===== src/rtl/fetch_redirect_ctrl.sv =====
`default_nettype none
// ----------------------------------------------------------------------------
// fetch_redirect_ctrl : fetch PC-source sequencing, redirect arbitration, RAS
// Optional macro FETCH_RAS_UNDERFLOW_HALT_EN : halt fetch on RAS underflow
// Revision: 1.0
// ----------------------------------------------------------------------------
module fetch_redirect_ctrl #(
  parameter int ADDR_W        = 16,
  parameter int RAS_DEPTH     = 4,
  parameter int SHADOW_CYCLES = 1
) (
  input  logic              clk,
  input  logic              reset,
  input  logic              stall_i,
  input  logic              jump_i,
  input  logic              call_i,
  input  logic              branch_taken_i,
  input  logic              ret_i,
  input  logic [ADDR_W-1:0] id_npc_i,
  output logic [1:0]        pc_src_o,
  output logic              pc_write_o,
  output logic              flush_o,
  output logic [ADDR_W-1:0] return_addr_o,
  output logic              ras_empty_o,
  output logic              ras_full_o,
  output logic              ras_underflow_o
);

  localparam int PTR_W = $clog2(RAS_DEPTH);
  localparam int CNT_W = $clog2(RAS_DEPTH + 1);
  localparam logic [CNT_W-1:0] FULL_CNT    = CNT_W'(RAS_DEPTH);
  localparam logic [1:0]       SHADOW_INIT = 2'(SHADOW_CYCLES);

  localparam logic [1:0] PC_SEQ = 2'b00;
  localparam logic [1:0] PC_J   = 2'b01;
  localparam logic [1:0] PC_I   = 2'b10;
  localparam logic [1:0] PC_RET = 2'b11;

`ifdef FETCH_RAS_UNDERFLOW_HALT_EN
  typedef enum logic [1:0] {RUN = 2'd0, SHADOW = 2'd1, HALT = 2'd2} state_t;
`else
  typedef enum logic [1:0] {RUN = 2'd0, SHADOW = 2'd1} state_t;
`endif

  state_t            state;
  state_t            state_nxt;
  logic [1:0]        shadow_cnt;
  logic [1:0]        shadow_cnt_nxt;
  logic              push;
  logic              pop;
  logic              any_req;

  logic [ADDR_W-1:0] ras_mem [RAS_DEPTH];
  logic [PTR_W-1:0]  ras_ptr;
  logic [PTR_W-1:0]  top_idx;
  logic [CNT_W-1:0]  ras_cnt;
  logic              underflow;

  assign any_req = ret_i | branch_taken_i | call_i | jump_i;
  assign top_idx = ras_ptr - 1'b1;

  assign ras_empty_o     = (ras_cnt == '0);
  assign ras_full_o      = (ras_cnt == FULL_CNT);
  assign return_addr_o   = ras_empty_o ? '0 : ras_mem[top_idx];
  assign ras_underflow_o = underflow;

  always_comb begin
    state_nxt      = state;
    shadow_cnt_nxt = shadow_cnt;
    pc_src_o       = PC_SEQ;
    pc_write_o     = 1'b1;
    flush_o        = 1'b0;
    push           = 1'b0;
    pop            = 1'b0;
    case (state)
      RUN: begin
        if (stall_i) begin
          pc_write_o = 1'b0;
        end else if (any_req) begin
          flush_o        = 1'b1;
          state_nxt      = SHADOW;
          shadow_cnt_nxt = SHADOW_INIT;
          if (ret_i) begin
            pc_src_o = PC_RET;
            pop      = 1'b1;
`ifdef FETCH_RAS_UNDERFLOW_HALT_EN
            if (ras_empty_o) begin
              pc_write_o = 1'b0;
              state_nxt  = HALT;
            end
`endif
          end else if (branch_taken_i) begin
            pc_src_o = PC_I;
          end else if (call_i) begin
            pc_src_o = PC_J;
            push     = 1'b1;
          end else begin
            pc_src_o = PC_J;
          end
        end
      end
      SHADOW: begin
        pc_write_o = !stall_i;
        // Count only cycles in which fetch actually advanced past the redirect.
        if (!stall_i) begin
          if (shadow_cnt <= 2'd1) begin
            shadow_cnt_nxt = 2'd0;
            state_nxt      = RUN;
          end else begin
            shadow_cnt_nxt = shadow_cnt - 2'd1;
          end
        end
      end
`ifdef FETCH_RAS_UNDERFLOW_HALT_EN
      HALT: begin
        pc_write_o = 1'b0;
        flush_o    = 1'b1;
      end
`endif
      default: begin
        state_nxt      = RUN;
        shadow_cnt_nxt = 2'd0;
      end
    endcase
  end

  always_ff @(posedge clk) begin
    if (reset) begin
      state      <= RUN;
      shadow_cnt <= 2'd0;
    end else begin
      state      <= state_nxt;
      shadow_cnt <= shadow_cnt_nxt;
    end
  end

  // A push on a full stack wraps the pointer and silently drops the oldest entry.
  always_ff @(posedge clk) begin
    if (reset) begin
      ras_ptr   <= '0;
      ras_cnt   <= '0;
      underflow <= 1'b0;
    end else if (push) begin
      ras_ptr <= ras_ptr + 1'b1;
      if (ras_cnt != FULL_CNT) begin
        ras_cnt <= ras_cnt + 1'b1;
      end
    end else if (pop) begin
      if (ras_cnt != '0) begin
        ras_ptr <= ras_ptr - 1'b1;
        ras_cnt <= ras_cnt - 1'b1;
      end else begin
        underflow <= 1'b1;
      end
    end
  end

  genvar gi;
  generate
    for (gi = 0; gi < RAS_DEPTH; gi++) begin : g_ras_entry
      always_ff @(posedge clk) begin
        if (reset) begin
          ras_mem[gi] <= '0;
        end else if (push && (ras_ptr == PTR_W'(gi))) begin
          ras_mem[gi] <= id_npc_i;
        end
      end
    end
  endgenerate

endmodule
`default_nettype wire

===== config.mk =====
export PLATFORM = sky130hd
export DESIGN_NAME = fetch_redirect_ctrl
export DESIGN_NICKNAME = d
export VERILOG_FILES = /design/src/rtl/fetch_redirect_ctrl.sv
export SDC_FILE = /design/constraint.sdc
export NUM_CORES = 1
export LEC_CHECK = 0
export CAP_MARGIN = 10
export CORE_ASPECT_RATIO = 0.75
export CORE_MARGIN = 2
export CORE_UTILIZATION = 55
export CTS_CLUSTER_SIZE = 10
export DETAILED_ROUTE_END_ITERATION = 16
export GPL_TIMING_DRIVEN = 1
export PLACE_DENSITY = 0.8
export SETUP_SLACK_MARGIN = 0.15
export SYNTH_ARGS = -nofsm -noshare
export SYNTH_HDL_FRONTEND = slang
export SYNTH_SLANG_ARGS = --single-unit

===== constraint.sdc =====
create_clock -name clk -period 3.1 [get_ports clk]
set_input_delay 0.465 -clock clk [delete_from_list [all_inputs] [get_ports clk]]
set_output_delay 0.465 -clock clk [all_outputs]
set_load 0.03 [all_outputs]

---- Yosys cells after proc, flatten, opt, wreduce, memory -nomap -nowiden ----
Memories as Yosys holds them, arrays and structs flattened.
Index checks and enable logic that the tools add are counted.
storage, ports and cells
  bits in registers ....................... 10
  RAM bits ................................ 64
  bits of input ports ..................... 23
  memories ................................ 1
operators by class
  add/subtract/negate cells ............... 5
  order comparisons ....................... 1
  equality and inequality tests ........... 11
  multiplexer cells ....................... 54
  bitwise gates (word level) .............. 9
  reduce and logical (&&, ||, !) cells .... 16
memories
  name     words  bits a word  read ports  clocked after memory_dff  write ports  RTL line  RTL
  ras_mem  4      16           1           0                         4            53        logic [ADDR_W-1:0] ras_mem [RAS_DEPTH];
operator list
  operator                                              number
  two-way mux 16 bit                                    5
  two-way mux 1 bit                                     28
  two-way mux 2 bit                                     14
  two-way mux 3 bit                                     4
  AND reduction 3 bit                                   3
  != test 2 bit (second input constant)                 4
  one-hot mux 2 bit (2 select lines)                    2
  OR 1 bit                                              7
  == test 2 x 1 -> 1 bit (second input constant)        2
  == test 2 bit (second input constant)                 2
  logical AND 1 bit                                     4
  zero test 2 bit                                       2
  AND reduction 4 bit                                   1
  nonzero test 2 bit                                    2
  subtractor 2 x 1 -> 2 bit (second input constant)     2
  adder 3 x 1 -> 3 bit (second input constant)          1
  == test 3 bit (second input constant)                 1
  zero test 3 bit                                       1
  != test 3 bit (second input constant)                 1
  nonzero test 3 bit                                    1
  subtractor 3 x 1 -> 3 bit (second input constant)     1
  adder 2 x 1 -> 2 bit (second input constant)          1
  <= comparator 2 x 1 -> 1 bit (second input constant)  1
  != test 2 x 1 -> 1 bit (second input constant)        1
  other kinds (4)                                       5

---- Depth between registers and ports, before layout ----
Gate-level depths: netlist (run 1).
  depth after elaboration ................. 11
  gate-level depth with buffers ........... 8
  mapped depth without buffers ............ 6

---- Least setup slack after synthesis (run 1) ----
No wires, ideal clock.
  path type ............................... register -> output
  from .................................... reg ras_ptr[0]
  to ...................................... out return_addr_o[10]
  arrival time ............................ 2371 ps
  required time ........................... 2635 ps
  path slack .............................. 264 ps
  cell stages (with the launch flop) ...... 9
  buffers on the path ..................... 4
  cells stage by stage .................... dfxtp_1 > buf_4 > buf_2 > inv_1 > ha_1 > clkbuf_2 > clkbuf_1 > mux4_2 > and2_1
between the ends
  word-level cells in the longest chain between the ends .. 3
RTL lines
  element                    RTL line  RTL
  start: declaration         54        logic [PTR_W-1:0] ras_ptr;
  start signal: assignment   144       ras_ptr <= ras_ptr + 1'b1;
  start signal: assignment   150       ras_ptr <= ras_ptr - 1'b1;
  subtractor 2 x 1 -> 2 bit  60        assign top_idx = ras_ptr - 1'b1;
  memory (4 x 16 bit)        n/a
  two-way mux 16 bit         64        assign return_addr_o = ras_empty_o ? '0 : ras_mem[top_idx];
  end: declaration           23        output logic [ADDR_W-1:0] return_addr_o,
Every way passes these cells.

---- Worst setup path after layout (run 1) ----
  from .................................... reg ras_ptr[1]
  to ...................................... out return_addr_o[13]
The elaborated chain is that of the path after synthesis.

==> results of run 1 <==
worst paths after layout:
kind                              start                         end  slack (ns)
max             ras_ptr[1]$_SDFFE_PP0P_           return_addr_o[13]        0.29
max reg2reg       state[0]$_SDFFE_PP0P_     ras_cnt[2]$_SDFFE_PP0P_        1.06
min          shadow_cnt[1]$_SDFFE_PP0P_  shadow_cnt[1]$_SDFFE_PP0P_        0.47
min reg2reg  shadow_cnt[1]$_SDFFE_PP0P_  shadow_cnt[1]$_SDFFE_PP0P_        0.47
per-layer routing:
metal,global-route usage (%),vias to the layer above,wire (um)
met5,0,-,0
met4,5.797,0,78
met3,5.296,9,522
met2,34.83,76,3067
met1,28.49,962,2730
li1,-,1007,-
report_power, final:
part / leakage (nW) / total [mW] / switching (mW) / internal [mW]
combinational: 0.765 / 0.371 / 0.204 / 0.167
sequential: 0.736 / 1.12 / 0.0159 / 1.11
clock: 0.0925 / 0.700 / 0.337 / 0.362
total: 1.59 / 2.19 / 0.557 / 1.64
what timing repair did:
action | CTS | global route
gates cloned | 0 | 0
setup endpoints to repair | 4 | 10
gates resized for setup | 4 | 6
worst min-delay path: stages (launching register included):
cell and delay, ns:
dfxtp_1 0.33, nand2b_1 0.07, a21oi_1 0.04
through the flow:
| step | utilization, % | hold WS [ns] |
|---|---|---|
| floorplan | - | 0.4368 |
| finish | 70.24 | 0.4700 |
| global route | 70.24 | 0.4884 |
| global placement | 66.92 | 0.4525 |
| CTS | 69.96 | 0.4735 |
| detailed placement | 66.92 | 0.4543 |
layout by cell type, fill, tap and decap left out, types with 5 or more instances in the layout:
cell             synthesis  layout
mux4_2                  16      16
clkbuf_8                 0       9
dlymetal6s2s_1           0       5
and2_1                  18      18
buf_4                    1       9
a21oi_1                  6       6
clkdlybuf4s50_1          0      34
edfxtp_1                64      64
dfxtp_1                  9       9
nand2b_1                22      22
nor2_1                  71      71
inv_1                   10      10
logic make-up after synthesis:
| logic type | after synthesis |
|---|---|
| buffers and inverters | 24 |
| adders and majority gates | 5 |
| AOI/OAI and AO/OA | 13 |
| muxes | 18 |
| DFF | 73 |
| xor gates and xnor gates | 2 |
| and+or+nand+nor | 125 |
registers in the layout, summed over array words and instances, names as in the netlist:
signal and count:
ras_mem 64, ras_cnt 3, ras_ptr 2, shadow_cnt 2, ras_underflow_o 1, state 1
area by class of cell:
type / instances / share of cell area (%)
sequential: 73 / 50.85
timing repair buffer: 53 / 12.50
multi-input combinational: 163 / 28.93
clock inverter: 6 / 1.453
clock buffer: 9 / 2.996
inverter: 10 / 0.9080
tap: 78 / 2.361
==> impl_metrics.ini, run 1 <==
[synthesis]
synth-main-ff-cell = edfxtp_1
synth.most_common_cell = nor2_1
synthesis.nets = 288
synthArstFlopShare_pct = 0
synth_edf_count = 64
synth-xor-area-share_pct = 0.5140
synth_mux_area_share_pct = 11.31
synthAdderAreaFrac_pct = 2.056
synth_compound_area_share_pct = 2.460
yosys.area.top_type = edfxtp_1
ys_seq_area_share_pct = 61.67
synth_top_area_share_pct = 56.39
synth-simple-area-share_pct = 18.76
synth_common_cells = nor2_1 (71), edfxtp_1 (64), nand2b_1 (22)
netlist_area_sq_mm = 0.003408
netlist_instances = 260
syn_avg_cell_area_sq_um = 13.11
ys_seq_elements = 73
synth.area.top_cells = edfxtp_1 (56%), mux4_2 (11%), nor2_1 (7.8%), dfxtp_1 (5.3%), nand2b_1 (4.0%)
synth.distinct_cells = 33
synth_top_family_by_area = simple AND/OR/NAND/NOR gates
synth_warnings = 0

[final_layout]
final_nets = 338
layout.cells.non_filler = 392
syn2layout_area_growth_pct = 21.29
final-seq-area_sq_mm = 0.002102
layout-drive-gt1-share_pct = 14.97
fillers = 429
design_area_sq_mm = 0.004134
multi_input_area_sq_mm = 0.001196
n_antenna_cell = 0

[timing]
finalWorstSetupSlack_ns = 0.2911
fin_skew_ns = 0.006377
drv_slew = 0
hold_violations = 0
worst_slew_pin_slew_ns = 0.6484
rsz0062_at_grt = false
setup_viol = 0
period_share_pct = 90.61
fin_tns_setup_ns = 0
period_minus_slack_ns = 2.809
slew_headroom_pct = 56.77
fmax_ghz = 0.3560

[power]
p_leak_nw = 1.593
p_total_mw = 2.194
powerDensity_mw_per_mm2 = 530.7
peakVddDrop_v = 0.0003546

[worst_setup_path]
r2r_cells = 6
critPathRequiredTime_ns = 2.63
critPathTopFamily = buffers and inverters
worst-path-buf-inv = 3
slowest_delay_ns = 0.58
cp.arrival_ns = 2.34
cp-end-kind = output port
start_kind = flop
cp_cell_sequence = inv_1, ha_1, buf_6, mux4_2, and2_1, clkdlybuf4s50_1
crit_cells = 6
critical_path.max_fanout = 18
cp_slowest_cell = clkdlybuf4s50_1
criticalPathCategory = flop to output port

[route]
vias_per_cell = 5.240
vias = 2054
wl_per_cell_um = 16.32
drc_errors = 0
ant_nets = 0
dr.pass1.iters = 4
drt_wl_total_um = 6399
drt-initial-drc-count = 141

[clocking]
cts_sinks = 73
insertion_delay_ns = 0.35
clockBufferDepth = 2
clk_pin_slew_ns = 0.07
hold_buffers = 0
cts_max_level = 3
postCtsSetupRepairBufs = 0
cts_made_buffers = 9
cts_tree = built
root_buffer = clkbuf_8

[floorplan]
io_pins = 46
die_w_um = 94.90
rows = 24
start_util_pct = 57.91
die_area_sq_mm = 0.006849
core_sq_mm = 0.005886
die_h_um = 72.18

[grt]
grt_pass1_wl_um = 10450
grt_max_degree = 21
grt_overflow = 0
first_global_vias = 2061
grt_util_all_layers_pct = 21.12
antenna_found_initial = 0

[place]
dp_hpwl_um = 4115
place_ws_ns = 0.3031
postPlaceCellArea_sq_mm = 0.003939
gp_congestion = 0.6951
portBuffers = 45
placedCellCount = 377

[min_path]
holdPathStages = 2
hp-class = flop to flop

[run_status]
outcome = completed

[job]
maxCapViolCount = 0
Note: power is estimated with default switching activity, not from simulation.
==> run 2: changes to the inputs <==
Settings changed: CORE_UTILIZATION 55 to 25, PLACE_DENSITY 0.8 to not set, REMOVE_ABC_BUFFERS set to 1.
==> impl_metrics.ini, run 2 (synthesis results as in run 1) <==
[timing]
worst_slew_pin_slew_ns = 0.7865
period_minus_slack_ns = 2.839
fmax_ghz = 0.3523
drv_slew = 0
slew_headroom_pct = 47.40
hold_violations = 0
setup_viol = 0
period_share_pct = 91.57
fin_tns_setup_ns = 0
fin_skew_ns = 0.004563
rsz0062_at_grt = false

[route]
vias_per_cell = 4.233
drt_wl_total_um = 7493
ant_nets = 0
drc_errors = 0
wl_per_cell_um = 15.29
drt-initial-drc-count = 143
vias = 2074
dr.pass1.iters = 4

[place]
gp_congestion = 0.7396
dp_hpwl_um = 4996
portBuffers = 45

[power]
seqPwrFrac_pct = 43.6
pwr-share-comb_pct = 14.7
power_switching_mw = 0.6043
peakVddDrop_v = 0.0004192
p_clk_share_pct = 41.7
p_int_mw = 1.977
p_leak_nw = 1.591
powerDensity_mw_per_mm2 = 591.2
swShare_pct = 23.41

[floorplan]
die_w_um = 138.8
io_pins = 46
core_sq_mm = 0.01315
start_util_pct = 25.91
die_h_um = 105.1
rows = 36
die_area_sq_mm = 0.01459

[run_status]
outcome = completed

[clocking]
cts_sinks = 73
root_buffer = clkbuf_16
cts_made_buffers = 9
clockBufferDepth = 2
cts_resized = 0
postCtsSetupRepairBufs = 0
insertion_delay_ns = 0.32
clk_pin_slew_ns = 0.06
cts_max_level = 3
cts_tree = built
hold_buffers = 0

[worst_setup_path]
r2r-start = state[0]$_SDFFE_PP0P_
cp_slowest_cell = clkdlybuf4s50_1
cp-end-kind = output port
critPathRequiredTime_ns = 2.63
r2r_cells = 6
reg2reg_to = ras_cnt[1]$_SDFFE_PP0P_
critical_path.max_fanout = 5
cp.arrival_ns = 2.37
regToRegSetupSlack_ns = 1.14
worst-path-buf-inv = 2
worstSetupStartpoint = ret_i
criticalPathCategory = primary input to output port
slowest_delay_ns = 0.70
cp_common_cell = clkdlybuf4s50_1
cp_cell_sequence = clkdlybuf4s50_1, nor4_1, or3_1, a21oi_1, clkdlybuf4s50_1
critPathTopFamily = buffers and inverters
crit_cells = 5
start_kind = primary input
endpoint = pc_src_o[0]

[min_path]
hp-class = flop to flop

[grt]
antenna_found_initial = 0
first_global_vias = 2270
grt_overflow = 0
grt_util_all_layers_pct = 10.92
grt_pass1_wl_um = 11960
grt_max_degree = 22

[final_layout]
final_util_pct = 33.20
max_flop_register = ras_mem
layout_common_cells = nor2_1 (71), edfxtp_1 (64), clkdlybuf4s50_1 (31)
final-seq-area_sq_mm = 0.002102
largest_reg_flops = 64
fillers = 1340
reg_top3 = ras_mem (64), ras_cnt (3)
layout-drive-gt1-share_pct = 19.75
n_antenna_cell = 0
layout_commonest_cell = nor2_1
final_nets = 342
syn2layout_area_growth_pct = 28.12
multi_input_area_sq_mm = 0.001196

[job]
maxCapViolCount = 0
-- run 2: worst register-to-register path, delay by kind of cell, from the launching register on --
family / cells / cell delay (ns)
flops: 1 / 0.38
compound gates: 1 / 0.22
buf+inv: 1 / 0.20
fa+ha+maj: 1 / 0.43
simple gates: 3 / 0.64
-- run 2: stage by stage --
step	power, mW	instance area (sq um)	instances	hold slack (ns)	setup WS, ns
2_1_floorplan	1.371	3336	246	0.4361	0.2068
3_3_place_gp	1.526	4055	474	0.4493	0.3413
3_5_place_dp	1.534	4055	474	0.4544	0.2634
4_1_cts	2.610	4367	490	0.4724	0.2550
5_1_grt	2.684	4367	490	0.4909	0.1983
6_report	2.581	4367	490	0.4732	0.2614
-- run 2: area by class of cell --
cell class | count | share of cell area (%)
multi-input cells | 163 | 27.39
repair buffers | 57 | 11.58
clock inverters | 6 | 1.891
well taps | 171 | 4.900
clock buffers | 10 | 5.244
inverters | 10 | 0.8596
flip-flops and latches | 73 | 48.14
-- run 2: how the worst min path moves through the flow --
stage | depth (start not counted) | to | from
after floorplan | 2 | shadow_cnt[1]$_SDFFE_PP0P_ | shadow_cnt[1]$_SDFFE_PP0P_
after global placement | 2 | shadow_cnt[1]$_SDFFE_PP0P_ | shadow_cnt[0]$_SDFFE_PP0P_
after detailed placement | 2 | shadow_cnt[1]$_SDFFE_PP0P_ | shadow_cnt[0]$_SDFFE_PP0P_
after CTS | 2 | shadow_cnt[1]$_SDFFE_PP0P_ | shadow_cnt[0]$_SDFFE_PP0P_
after global routing | 2 | shadow_cnt[1]$_SDFFE_PP0P_ | shadow_cnt[0]$_SDFFE_PP0P_
final | 2 | shadow_cnt[1]$_SDFFE_PP0P_ | shadow_cnt[0]$_SDFFE_PP0P_
-- run 2: power by group through the flow --
stage	combinational [mW]	sequential (mW)	clock, mW
after floorplan	0.220	1.15	0
after global placement	0.383	1.14	0
after detailed placement	0.388	1.15	0
after CTS	0.389	1.13	1.09
after global routing	0.412	1.13	1.14
final	0.380	1.13	1.08
-- run 2: metal layers --
layer / vias up / GRT usage (%) / wire [um]
li1: 1020 / - / -
met1: 1008 / 13.33 / 3335
met2: 41 / 18.40 / 3657
met3: 5 / 3.941 / 432
met4: 0 / 2.814 / 69
met5: - / 0 / 0
==> run 3: changes to the inputs <==
Settings changed: HOLD_SLACK_MARGIN set to 0.06, SLEW_MARGIN set to 20.
==> results of run 3 <==
No change in the layout: final DEF, timing and power equal those of run 2.
